### src/rtl/memory_access.sv
// RV32I load/store stage between execute and writeback: one outstanding data-memory
// transaction, byte-lane steering for stores and sign/zero extension for loads.
module memory_access #(
    parameter int AWIDTH = 32,
    parameter int DWIDTH = 32
) (
    input  logic              clk,
    input  logic              rst_n,
    input  logic              valid_i,
    output logic              ready_o,
    input  logic [AWIDTH-1:0] addr_i,
    input  logic [DWIDTH-1:0] wdata_i,
    input  logic              memren_i,
    input  logic              memwen_i,
    input  logic [2:0]        funct3_i,
    output logic              dmem_req_o,
    output logic              dmem_we_o,
    output logic [AWIDTH-1:0] dmem_addr_o,
    output logic [DWIDTH-1:0] dmem_wdata_o,
    output logic [3:0]        dmem_be_o,
    input  logic              dmem_ack_i,
    input  logic [DWIDTH-1:0] dmem_rdata_i,
    output logic              valid_o,
    input  logic              ready_i,
    output logic [DWIDTH-1:0] memory_data_o,
    output logic              error_o
);

    localparam logic [1:0] IDLE = 2'd0;
    localparam logic [1:0] REQ  = 2'd1;
    localparam logic [1:0] RESP = 2'd2;

    // Illegal size code, conflicting direction or misalignment for the access size.
    function automatic logic access_error(input logic ren, input logic wen,
                                          input logic [2:0] f3, input logic [1:0] lo);
        logic err;
        err = 1'b0;
        if (ren && wen) begin
            err = 1'b1;
        end else if (ren) begin
            case (f3)
                3'b000, 3'b100: err = 1'b0;
                3'b001, 3'b101: err = lo[0];
                3'b010:         err = (lo != 2'b00);
                default:        err = 1'b1;
            endcase
        end else if (wen) begin
            case (f3)
                3'b000:  err = 1'b0;
                3'b001:  err = lo[0];
                3'b010:  err = (lo != 2'b00);
                default: err = 1'b1;
            endcase
        end else begin
            err = 1'b0;
        end
        return err;
    endfunction

    function automatic logic [3:0] lane_enable(input logic [2:0] f3, input logic [1:0] lo);
        logic [3:0] be;
        case (f3[1:0])
            2'b00:   be = 4'b0001 << lo;
            2'b01:   be = lo[1] ? 4'b1100 : 4'b0011;
            2'b10:   be = 4'b1111;
            default: be = 4'b0000;
        endcase
        return be;
    endfunction

    function automatic logic [31:0] replicate(input logic [2:0] f3, input logic [31:0] w);
        logic [31:0] r;
        case (f3[1:0])
            2'b00:   r = {4{w[7:0]}};
            2'b01:   r = {2{w[15:0]}};
            default: r = w;
        endcase
        return r;
    endfunction

    // Shift the addressed lane down to bit 0, then extend according to funct3.
    function automatic logic [31:0] load_extend(input logic [2:0] f3, input logic [1:0] lo,
                                                input logic [31:0] rd);
        logic [31:0] sh;
        logic [31:0] r;
        sh = rd >> {lo, 3'b000};
        case (f3)
            3'b000:  r = {{24{sh[7]}}, sh[7:0]};
            3'b100:  r = {24'h00_0000, sh[7:0]};
            3'b001:  r = {{16{sh[15]}}, sh[15:0]};
            3'b101:  r = {16'h0000, sh[15:0]};
            3'b010:  r = rd;
            default: r = 32'h0000_0000;
        endcase
        return r;
    endfunction

    logic [1:0] state_r;
    logic [1:0] addr_lo_r;
    logic [2:0] funct3_r;
    logic       memren_r;
    logic       memwen_r;
    logic       accept_s;
    logic       mem_op_s;
    logic       err_s;

    assign ready_o  = (state_r == IDLE);
    assign accept_s = valid_i && ready_o;
    assign mem_op_s = memren_i || memwen_i;
    assign err_s    = access_error(memren_i, memwen_i, funct3_i, addr_i[1:0]);

    // Transaction FSM with all stage outputs registered.
    always_ff @(posedge clk or negedge rst_n) begin
        if (!rst_n) begin
            state_r       <= IDLE;
            addr_lo_r     <= 2'b00;
            funct3_r      <= 3'b000;
            memren_r      <= 1'b0;
            memwen_r      <= 1'b0;
            dmem_req_o    <= 1'b0;
            dmem_we_o     <= 1'b0;
            dmem_addr_o   <= '0;
            dmem_wdata_o  <= '0;
            dmem_be_o     <= 4'b0000;
            valid_o       <= 1'b0;
            memory_data_o <= '0;
            error_o       <= 1'b0;
        end else begin
            case (state_r)
                IDLE: begin
                    if (accept_s) begin
                        addr_lo_r <= addr_i[1:0];
                        funct3_r  <= funct3_i;
                        memren_r  <= memren_i;
                        memwen_r  <= memwen_i;
                        if (mem_op_s && !err_s) begin
                            state_r      <= REQ;
                            dmem_req_o   <= 1'b1;
                            dmem_we_o    <= memwen_i;
                            dmem_addr_o  <= {addr_i[AWIDTH-1:2], 2'b00};
                            dmem_wdata_o <= memwen_i ? replicate(funct3_i, wdata_i) : '0;
                            dmem_be_o    <= lane_enable(funct3_i, addr_i[1:0]);
                        end else begin
                            // Non-memory ops and rejected accesses answer without a bus cycle.
                            state_r       <= RESP;
                            valid_o       <= 1'b1;
                            error_o       <= err_s;
                            memory_data_o <= '0;
                        end
                    end else begin
                        state_r <= IDLE;
                    end
                end
                REQ: begin
                    if (dmem_ack_i) begin
                        state_r       <= RESP;
                        dmem_req_o    <= 1'b0;
                        dmem_we_o     <= 1'b0;
                        dmem_be_o     <= 4'b0000;
                        valid_o       <= 1'b1;
                        error_o       <= 1'b0;
                        memory_data_o <= (memren_r && !memwen_r)
                                         ? load_extend(funct3_r, addr_lo_r, dmem_rdata_i) : '0;
                    end else begin
                        state_r <= REQ;
                    end
                end
                RESP: begin
                    if (ready_i) begin
                        state_r       <= IDLE;
                        valid_o       <= 1'b0;
                        error_o       <= 1'b0;
                        memory_data_o <= '0;
                    end else begin
                        state_r <= RESP;
                    end
                end
                default: begin
                    state_r    <= IDLE;
                    dmem_req_o <= 1'b0;
                    dmem_we_o  <= 1'b0;
                    dmem_be_o  <= 4'b0000;
                    valid_o    <= 1'b0;
                    error_o    <= 1'b0;
                end
            endcase
        end
    end

endmodule

### config.mk
export PLATFORM = sky130hd
export DESIGN_NAME = memory_access
export DESIGN_NICKNAME = d
export VERILOG_FILES = /design/src/rtl/memory_access.sv
export SDC_FILE = /design/constraint.sdc
export NUM_CORES = 1
export LEC_CHECK = 0
export ABC_AREA = 0
export CAP_MARGIN = 20
export CORE_MARGIN = 4
export CORE_UTILIZATION = 32
export DETAILED_ROUTE_END_ITERATION = 12
export GPL_TIMING_DRIVEN = 0
export SETUP_SLACK_MARGIN = 0.02
export SLEW_MARGIN = 5
export SYNTH_ARGS = -nofsm -noshare
export SYNTH_HDL_FRONTEND = slang
export SYNTH_SLANG_ARGS = --single-unit
### constraint.sdc
create_clock -name clk -period 2.8 [get_ports clk]
set_input_delay 0.84 -clock clk [delete_from_list [all_inputs] [get_ports clk]]
set_output_delay 0.84 -clock clk [all_outputs]
set_load 0.005 [all_outputs]
=== Yosys cells after proc, flatten, opt, wreduce, memory -nomap -nowiden ===
Cells that the tools add are included.

* Muxes and demuxes: 40
* Eq/ne operators: 17
* Reductions and logical operators: 20
* Bitwise gates (word level): 1
* Shift-type cells: 2

{| class="wikitable"
|+ Operators with widths
! kind !! number
|-
| 2-to-1 mux 32 bit || 6
|-
| case mux 32 bit (5 select lines) || 1
|-
| case mux 32 bit (3 select lines) || 1
|-
| case mux 32 bit (2 select lines) || 1
|-
| right shift 32 x 5 -> 16 bit || 1
|-
| case mux 4 bit (3 select lines) || 2
|-
| case mux 1 bit (3 select lines) || 6
|-
| 2-to-1 mux 4 bit || 4
|-
| 2-to-1 mux 1 bit || 14
|-
| == test 3 bit (second input constant) || 4
|-
| 2-to-1 mux 2 bit || 4
|-
| AND reduction 4 bit || 2
|-
| == test 3 x 1 -> 1 bit (second input constant) || 2
|-
| == test 3 x 2 -> 1 bit (second input constant) || 2
|-
| zero test 3 bit || 2
|-
| != test 2 bit (second input constant) || 3
|-
| case mux 2 bit (3 select lines) || 1
|-
| AND reduction 5 bit || 1
|-
| == test 2 x 1 -> 1 bit (second input constant) || 2
|-
| == test 2 bit (second input constant) || 2
|-
| logical AND 1 bit || 4
|-
| zero test 2 bit || 2
|-
| != test 2 x 1 -> 1 bit (second input constant) || 2
|-
| OR reduction 2 bit || 2
|-
| 8 further kinds || 9
|}

* Word-level logic and storage cells: 93
* Output and inout port bits: 105
* Input port bits: 106
* Bits in registers: 111

=== Depth between registers and ports, before layout ===
Gate-level depths: netlist (run 1).

* Word-level depth: 10
* Mapped depth: 8
* Depth with buffers taken out: 4

=== Worst setup path after synthesis (run 1) ===
No wires, ideal clock.

* Path kind: input to register
* From: in funct3_i[0]
* To: reg dmem_wdata_o[17]
* Required time: 2.672 ns
* Slack: -0.099 ns
* Cell stages on the path: 7
* Path buffers: 3
* Data arrival time: 2.771 ns
* Library setup time: 0.128 ns
* Cells stage by stage: buf_6 or4_1 and3_1 buf_6 nor4_4 buf_6 mux2_1

* Longest elaborated chain between the ends: 8
* Elaborated cells on any way between the ends: 19
* Classes of those cells: eq/ne: 5; mux: 7; reduce/logical: 7

{| class="wikitable"
|+ Ends and longest elaborated chain
! what !! line !! source
|-
| start: declaration || 15 || <nowiki>input logic [2:0] funct3_i,</nowiki>
|-
| == test 3 x 2 -> 1 bit, or another cell as far along || 41, 48 ||
|-
| case mux 1 bit (3 select lines) or OR reduction 2 bit (tied branches) || 48, 41 ||
|-
| 2-to-1 mux 1 bit or case mux 1 bit (3 select lines) (tied branches) || 47, 41 ||
|-
| 2-to-1 mux 1 bit || 40 || <nowiki>end else if (ren) begin</nowiki>
|-
| 2-to-1 mux 1 bit || 38 || <nowiki>if (ren && wen) begin</nowiki>
|-
| zero test 1 bit || 136 || <nowiki>if (mem_op_s && !err_s) begin</nowiki>
|-
| logical AND 1 bit || 136 ||
|-
| AND reduction 3 bit (no source line) || - ||
|-
| end signal: assignment || 141 || <nowiki>dmem_wdata_o <= memwen_i ? replicate(funct3_i, wdata_i) : '0;</nowiki>
|-
| end: declaration || 19 || <nowiki>output logic [DWIDTH-1:0] dmem_wdata_o,</nowiki>
|}

Parallel ways exist; a longest one is shown, timed or not.
A chain may end at the register's enable or synchronous reset.

=== Final worst setup path (run 1) ===
* From: in addr_i[1]
* To: reg dmem_wdata_o[5]

* Longest elaborated chain between the ends: 8
* Elaborated cells on any way between the ends: 9
* Classes of those cells: mux: 5; reduce/logical: 4

{| class="wikitable"
|+ Ends and longest elaborated chain
! what !! line !! source
|-
| start: declaration || 11 || <nowiki>input logic [AWIDTH-1:0] addr_i,</nowiki>
|-
| nonzero test 2 bit (*) || 44, 51 ||
|-
| case mux 1 bit (3 select lines) || 48 || <nowiki>case (f3)</nowiki>
|-
| 2-to-1 mux 1 bit || 47 || <nowiki>end else if (wen) begin</nowiki>
|-
| 2-to-1 mux 1 bit (*) || 40 ||
|-
| 2-to-1 mux 1 bit (*) || 38 ||
|-
| zero test 1 bit (*) || 136 ||
|-
| logical AND 1 bit (*) || 136 ||
|-
| AND reduction 3 bit (no source line) (*) || - ||
|}

Mark *: on every way between the ends. The rest lies on a longest branch, timed or not.

==> flow_summary.yaml, run 1 <==
sta:
  setup_ws_ns: 0.0962
  drv_slew: 0
  finalCriticalPeriod_ns: 2.70
  period_share: 0.966
  finalHoldViolCount: 0
  hold_ws_ns: 0.408
  fmax_mhz: 370
  setup_viol: 0
  tns_ns: 0
  relSlewSlack: 0.293
  rsz0062_at_grt: "false"
  skew_ns: 0.00637
  tightest_slew_ns: 1.06
placed_design:
  post_dp_cell_area_um2: 8220
  globalplace.congestion: 0.888
  pre_cts_ws_ns: -0.972
  placed_cells: 935
  dp_hpwl_um: 13900
  io_buffer_count: 206
route:
  dr.pass1.iters: 4
  drtIter0Drc: 213
  wl_per_cell_um: 19.1
  drt-total-wl_um: 18200
  vias: 4839
  ant_nets: 0
  drc_errors: 0
  vias_per_cell: 5.06
critical_path:
  worstSetupEndpointType: "flop"
  worst_setup_path_start_kind: "input pin"
  slowest_delay_ns: 0.52
  worst-setup-path-type: "in -> reg"
  cp_max_fo: 10
  critPathBufInv: 4
  worstPathArrival_ns: 2.94
  cp_cell_sequence: "clkdlybuf4s15_1 > or4_1 > and3_1 > buf_6 > or4_1 > buf_4 > buf_6 > a22o_1"
  cp_slowest_cell: "or4_1"
  cp.required_ns: 3.04
  crit_family: "simple AND/OR/NAND/NOR gates"
global_route:
  grt_overflow: 0
  antenna_found_initial: 0
  grt_pass1_vias: 5147
  grt_use_total: 0.177
  grt_max_degree: 66
  grt_pass1_wl_um: 28300
cells_and_area:
  drive_gt1_frac: 0.183
  fin_util: 0.482
  multi_input_area_um2: 2850
  final_common_cell: "clkdlybuf4s50_1"
  fill_cells: 1625
  final_cell_mix: "202 x clkdlybuf4s50_1, 111 x dfrtp_1, 60 x nand2_1"
  area_growth_pct: 48.5
  seq_area_um2: 2780
  final_area_um2: 8660
  nets: 829
  n_antenna_cell: 0
  instances_no_fill: 957
floorplan:
  io-pin-count: 211
  die_y_um: 143
  std_cell_rows: 49
  coreArea_um2: 18000
  die_w_um: 143
  dieArea_um2: 20500
  start_util: 0.325
cts:
  cts-hold-fix-buffers: 0
  cts_root_buf: "clkbuf_16"
  clk_latency_ns: 0.35
  htreeDepth: 3
  numCtsBuffers: 9
  cts.clk_slew.worst_paths_ns: 0.07
  clockBufferDepth: 2
  cts.sink_count: 111
  cts_tree: "built"
power_and_ir_drop:
  power_density_nw_per_um2: 820
  leakage_nw: 3.69
  p_total_mw: 7.10
  ir_drop_uv: 367
logic_synthesis:
  syn_inst: 498
  ys_types: 44
  ys.flop_type: "dfrtp_1"
  ys_ff_latch: 111
  ys_warn_count: 0
  synthArstFlopShare: 1.00
  synth.avg_cell_area_um2: 11.7
  yosysSeqAreaShare: 0.476
  synth-edff-count: 0
  netlist_area_um2: 5830
job:
  cap_viol_max_count: 0
run_status:
  status: "finished clean"
min_path:
  hold_path.class: "in -> async"
-- registers in the layout (all words and copies together) (netlist names) --
name and count:
dmem_be_o 4, error_o 1, state_r 2, funct3_r 3
addr_lo_r 2, valid_o 1, memwen_r 1, dmem_req_o 1
memory_data_o 32, memren_r 1, dmem_wdata_o 32, dmem_we_o 1
dmem_addr_o 30
-- path summary, 6_finish.rpt --
kind | startpoint | to | cells after the start | slack [ns]
setup / recovery | addr_i[1] | dmem_wdata_o[5]$_DFFE_PN0P_ | 8 | 0.1
hold / removal | rst_n | memory_data_o[1]$_DFFE_PN0P_ | 1 | 0.41
setup reg to reg | state_r[1]$_DFF_PN0_ | memory_data_o[9]$_DFFE_PN0P_ | 6 | 0.39
hold reg to reg | memwen_r$_DFFE_PN0P_ | memwen_r$_DFFE_PN0P_ | 2 | 0.48
max in group asynchronous | rst_n | dmem_wdata_o[22]$_DFFE_PN0P_ | 2 | 1.69
min in group clk | memwen_r$_DFFE_PN0P_ | memwen_r$_DFFE_PN0P_ | 2 | 0.48
-- cells by family (layout without fill, tap and decap cells) --
family / after synthesis / in the layout / share of synthesized area
mux: 117 / 117 / 0.258
flops: 111 / 111 / 0.476
simple gates: 110 / 110 / 0.0854
compound gates: 107 / 107 / 0.133
buf+inv: 52 / 281 / 0.0459
other cells: 1 / 2 / 0.000643
-- power breakdown --
| part | internal [mW] | switching (mW) |
|---|---|---|
| Sequential | 2.13 | 0.328 |
| Clock | 0.815 | 0.621 |
| Combinational | 1.95 | 1.26 |
| Total | 4.89 | 2.21 |
-- routing by layer --
metal | global-route usage | share of wire | up-vias | wire, um
li1 | - | - | 2249 | -
met4 | 0.0440 | 0.013 | 0 | 233
met5 | 0 | 0 | - | 0
met2 | 0.287 | 0.47 | 198 | 8620
met1 | 0.227 | 0.42 | 2378 | 7640
met3 | 0.0610 | 0.095 | 14 | 1740
-- synth_stat cells, drive strengths merged (10+ instances only) --
cell	instances	area, um2
a21oi	11	55.1
a22o	24	210
buf	18	140
clkbuf	23	86.3
dfrtp	111	2780
inv	10	37.5
mux2	69	927
mux2i	40	400
nand2	60	225
nor2	27	101
o21ai	21	105
o2bb2ai	16	140
o31ai	17	133
-- cell type report --
type / instances / share of cell area
multi-input combinational: 336 / 0.329
sequential: 111 / 0.321
timing repair buffer: 214 / 0.248
tap: 229 / 0.0331
clock buffer: 10 / 0.0276
buffer: 40 / 0.0270
clock inverter: 6 / 0.0104
inverter: 11 / 0.00520
-- timing repair --
action                     CTS  global route
pin swaps                    2             0
cloned                       0             0
gates resized for setup     11            16
setup buffers                5             2
setup endpoints to repair  101            23
hold endpoints to repair     0             0
No activity file was read; power rests on OpenSTA's default activity.
==> run 2: changes to the inputs <==
--- a/config.mk
+++ b/config.mk
@@ -8,11 +8,11 @@
 export ABC_AREA = 0
 export CAP_MARGIN = 20
 export CORE_MARGIN = 4
-export CORE_UTILIZATION = 32
+export CORE_UTILIZATION = 26
 export DETAILED_ROUTE_END_ITERATION = 12
 export GPL_TIMING_DRIVEN = 0
 export SETUP_SLACK_MARGIN = 0.02
-export SLEW_MARGIN = 5
+export SLEW_MARGIN = 20
 export SYNTH_ARGS = -nofsm -noshare
 export SYNTH_HDL_FRONTEND = slang
 export SYNTH_SLANG_ARGS = --single-unit
==> run 2 against run 1 <==
Maximum frequency decreased by 0.67%. Non-clock buffer count increased by 1. Global-route usage shrank 2.6 points. Worst hold slack barely moved. Power fell by 2.0%. Sequential share of layout area down 0.065 points. Core utilization is 8.7 points lower. First-iteration DRC count fell by 30%. Largest cell class unchanged. Largest power group unchanged.
==> flow_summary.yaml, run 2 (synthesis results as in run 1) <==
run_status:
  status: "finished clean"
route:
  drt-total-wl_um: 19200
  wl_per_cell_um: 19.0
  dr.pass1.iters: 4
  vias: 4804
  drtIter0Drc: 149
  drc_errors: 0
  ant_nets: 0
  vias_per_cell: 4.76
floorplan:
  die_y_um: 158
  coreArea_um2: 22000
  die_w_um: 158
  start_util: 0.266
  dieArea_um2: 24900
  io-pin-count: 211
  std_cell_rows: 54
placed_design:
  io_buffer_count: 206
  placed_cells: 986
  pre_cts_ws_ns: -0.994
  post_dp_cell_area_um2: 8290
  dp_hpwl_um: 14400
  globalplace.congestion: 0.860
sta:
  setup_viol: 0
  skew_ns: 0.00750
  hold_ws_ns: 0.408
  finalCriticalPeriod_ns: 2.72
  rsz0062_at_grt: "false"
  drv_slew: 0
  tns_ns: 0
  setup_ws_ns: 0.0780
  finalHoldViolCount: 0
  tightest_slew_ns: 1.01
  fmax_mhz: 367
  period_share: 0.972
  relSlewSlack: 0.321
cells_and_area:
  multi_input_area_um2: 2850
  area_growth_pct: 48.8
  final_common_cell: "clkdlybuf4s50_1"
  seq_area_um2: 2780
  final_cell_mix: "202 x clkdlybuf4s50_1, 111 x dfrtp_1, 60 x nand2_1"
  drive_gt1_frac: 0.178
  n_antenna_cell: 0
  final_area_um2: 8680
  fin_util: 0.395
  instances_no_fill: 1009
  nets: 830
  fill_cells: 2166
  largestRegisters: "dmem_wdata_o: 32 flops, memory_data_o: 32 flops, dmem_addr_o: 30 flops"
power_and_ir_drop:
  power_density_nw_per_um2: 801
  leakage_nw: 3.66
  swShare: 0.325
  pwr-share-comb: 0.468
  p_total_mw: 6.96
  intPower_mw: 4.70
  ir_drop_uv: 457
  p_seq_frac: 0.354
  clkPwrFrac: 0.178
  p_switching_mw: 2.26
cts:
  cts_root_buf: "clkbuf_16"
  cts-hold-fix-buffers: 0
  cts.clk_slew.worst_paths_ns: 0.08
  clockBufferDepth: 2
  numCtsBuffers: 9
  clk_latency_ns: 0.35
  cts_tree: "built"
  cts.sink_count: 111
  htreeDepth: 3
global_route:
  grt_overflow: 0
  grt_use_total: 0.151
  grt_pass1_vias: 5065
  grt_max_degree: 69
  grt_pass1_wl_um: 29100
  antenna_found_initial: 0
critical_path:
  cp_max_fo: 10
  cp_cell_sequence: "clkdlybuf4s50_1 > mux4_2 > clkbuf_1 > nor2_4 > clkbuf_2 > o31ai_1 > a22o_1"
  crit_family: "buffers and inverters"
  cp.required_ns: 3.04
  slowest_delay_ns: 0.49
  worst-setup-path-type: "in -> reg"
  worstPathArrival_ns: 2.96
  worstSetupEndpointType: "flop"
  worst_setup_path_start_kind: "input pin"
  cp_slowest_cell: "mux4_2"
  critPathBufInv: 3
min_path:
  hold_path.class: "in -> async"
job:
  cap_viol_max_count: 0
==> run 2: power groups by stage <==
stage                     Sequential [mW]  Clock [mW]  Combinational [mW]
after CTS                            2.46        1.30                3.26
final                                2.46        1.24                3.25
after detailed placement             2.46           0                3.22
after floorplan                      2.47           0                1.59
after global placement               2.47           0                3.18
after global routing                 2.54        1.37                3.52
==> run 2: cell type report <==
cell class                      instances  share of cell area
Multi-Input combinational cell        336               0.328
Sequential cell                       111               0.320
Timing Repair Buffer                  214               0.247
Tap cell                              280              0.0404
Buffer                                 41              0.0277
Clock buffer                           10              0.0264
Inverter                               11             0.00519
Clock inverter                          6             0.00504
==> run 2: metal layers <==
metal / global-route usage / part of all wire / up-vias
li1: - / - / 2253
met1: 0.199 / 0.44 / 2334
met2: 0.236 / 0.45 / 200
met3: 0.0539 / 0.099 / 17
met4: 0.0401 / 0.011 / 0
met5: 0 / 0 / -
==> run 2: what timing repair did <==
action / in CTS / in global routing
setup endpoints to repair: 101 / 78
gates resized for setup: 13 / 12
pin swaps: 2 / 1
hold endpoints to repair: 0 / 0
setup buffers: 2 / 4
==> run 2: worst paths after layout <==
path | cells after the start | slack, ns | end | startpoint
worst min-delay path | 1 | 0.41 | memory_data_o[0]$_DFFE_PN0P_ | rst_n
worst max register to register | 6 | 0.28 | memory_data_o[30]$_DFFE_PN0P_ | addr_lo_r[0]$_DFFE_PN0P_
min in group clk | 1 | 0.49 | error_o$_DFFE_PN0P_ | error_o$_DFFE_PN0P_
worst min register to register | 1 | 0.49 | error_o$_DFFE_PN0P_ | error_o$_DFFE_PN0P_
max in group asynchronous | 2 | 1.68 | dmem_addr_o[28]$_DFFE_PN0P_ | rst_n
worst max-delay path | 7 | 0.08 | memory_data_o[30]$_DFFE_PN0P_ | dmem_rdata_i[31]
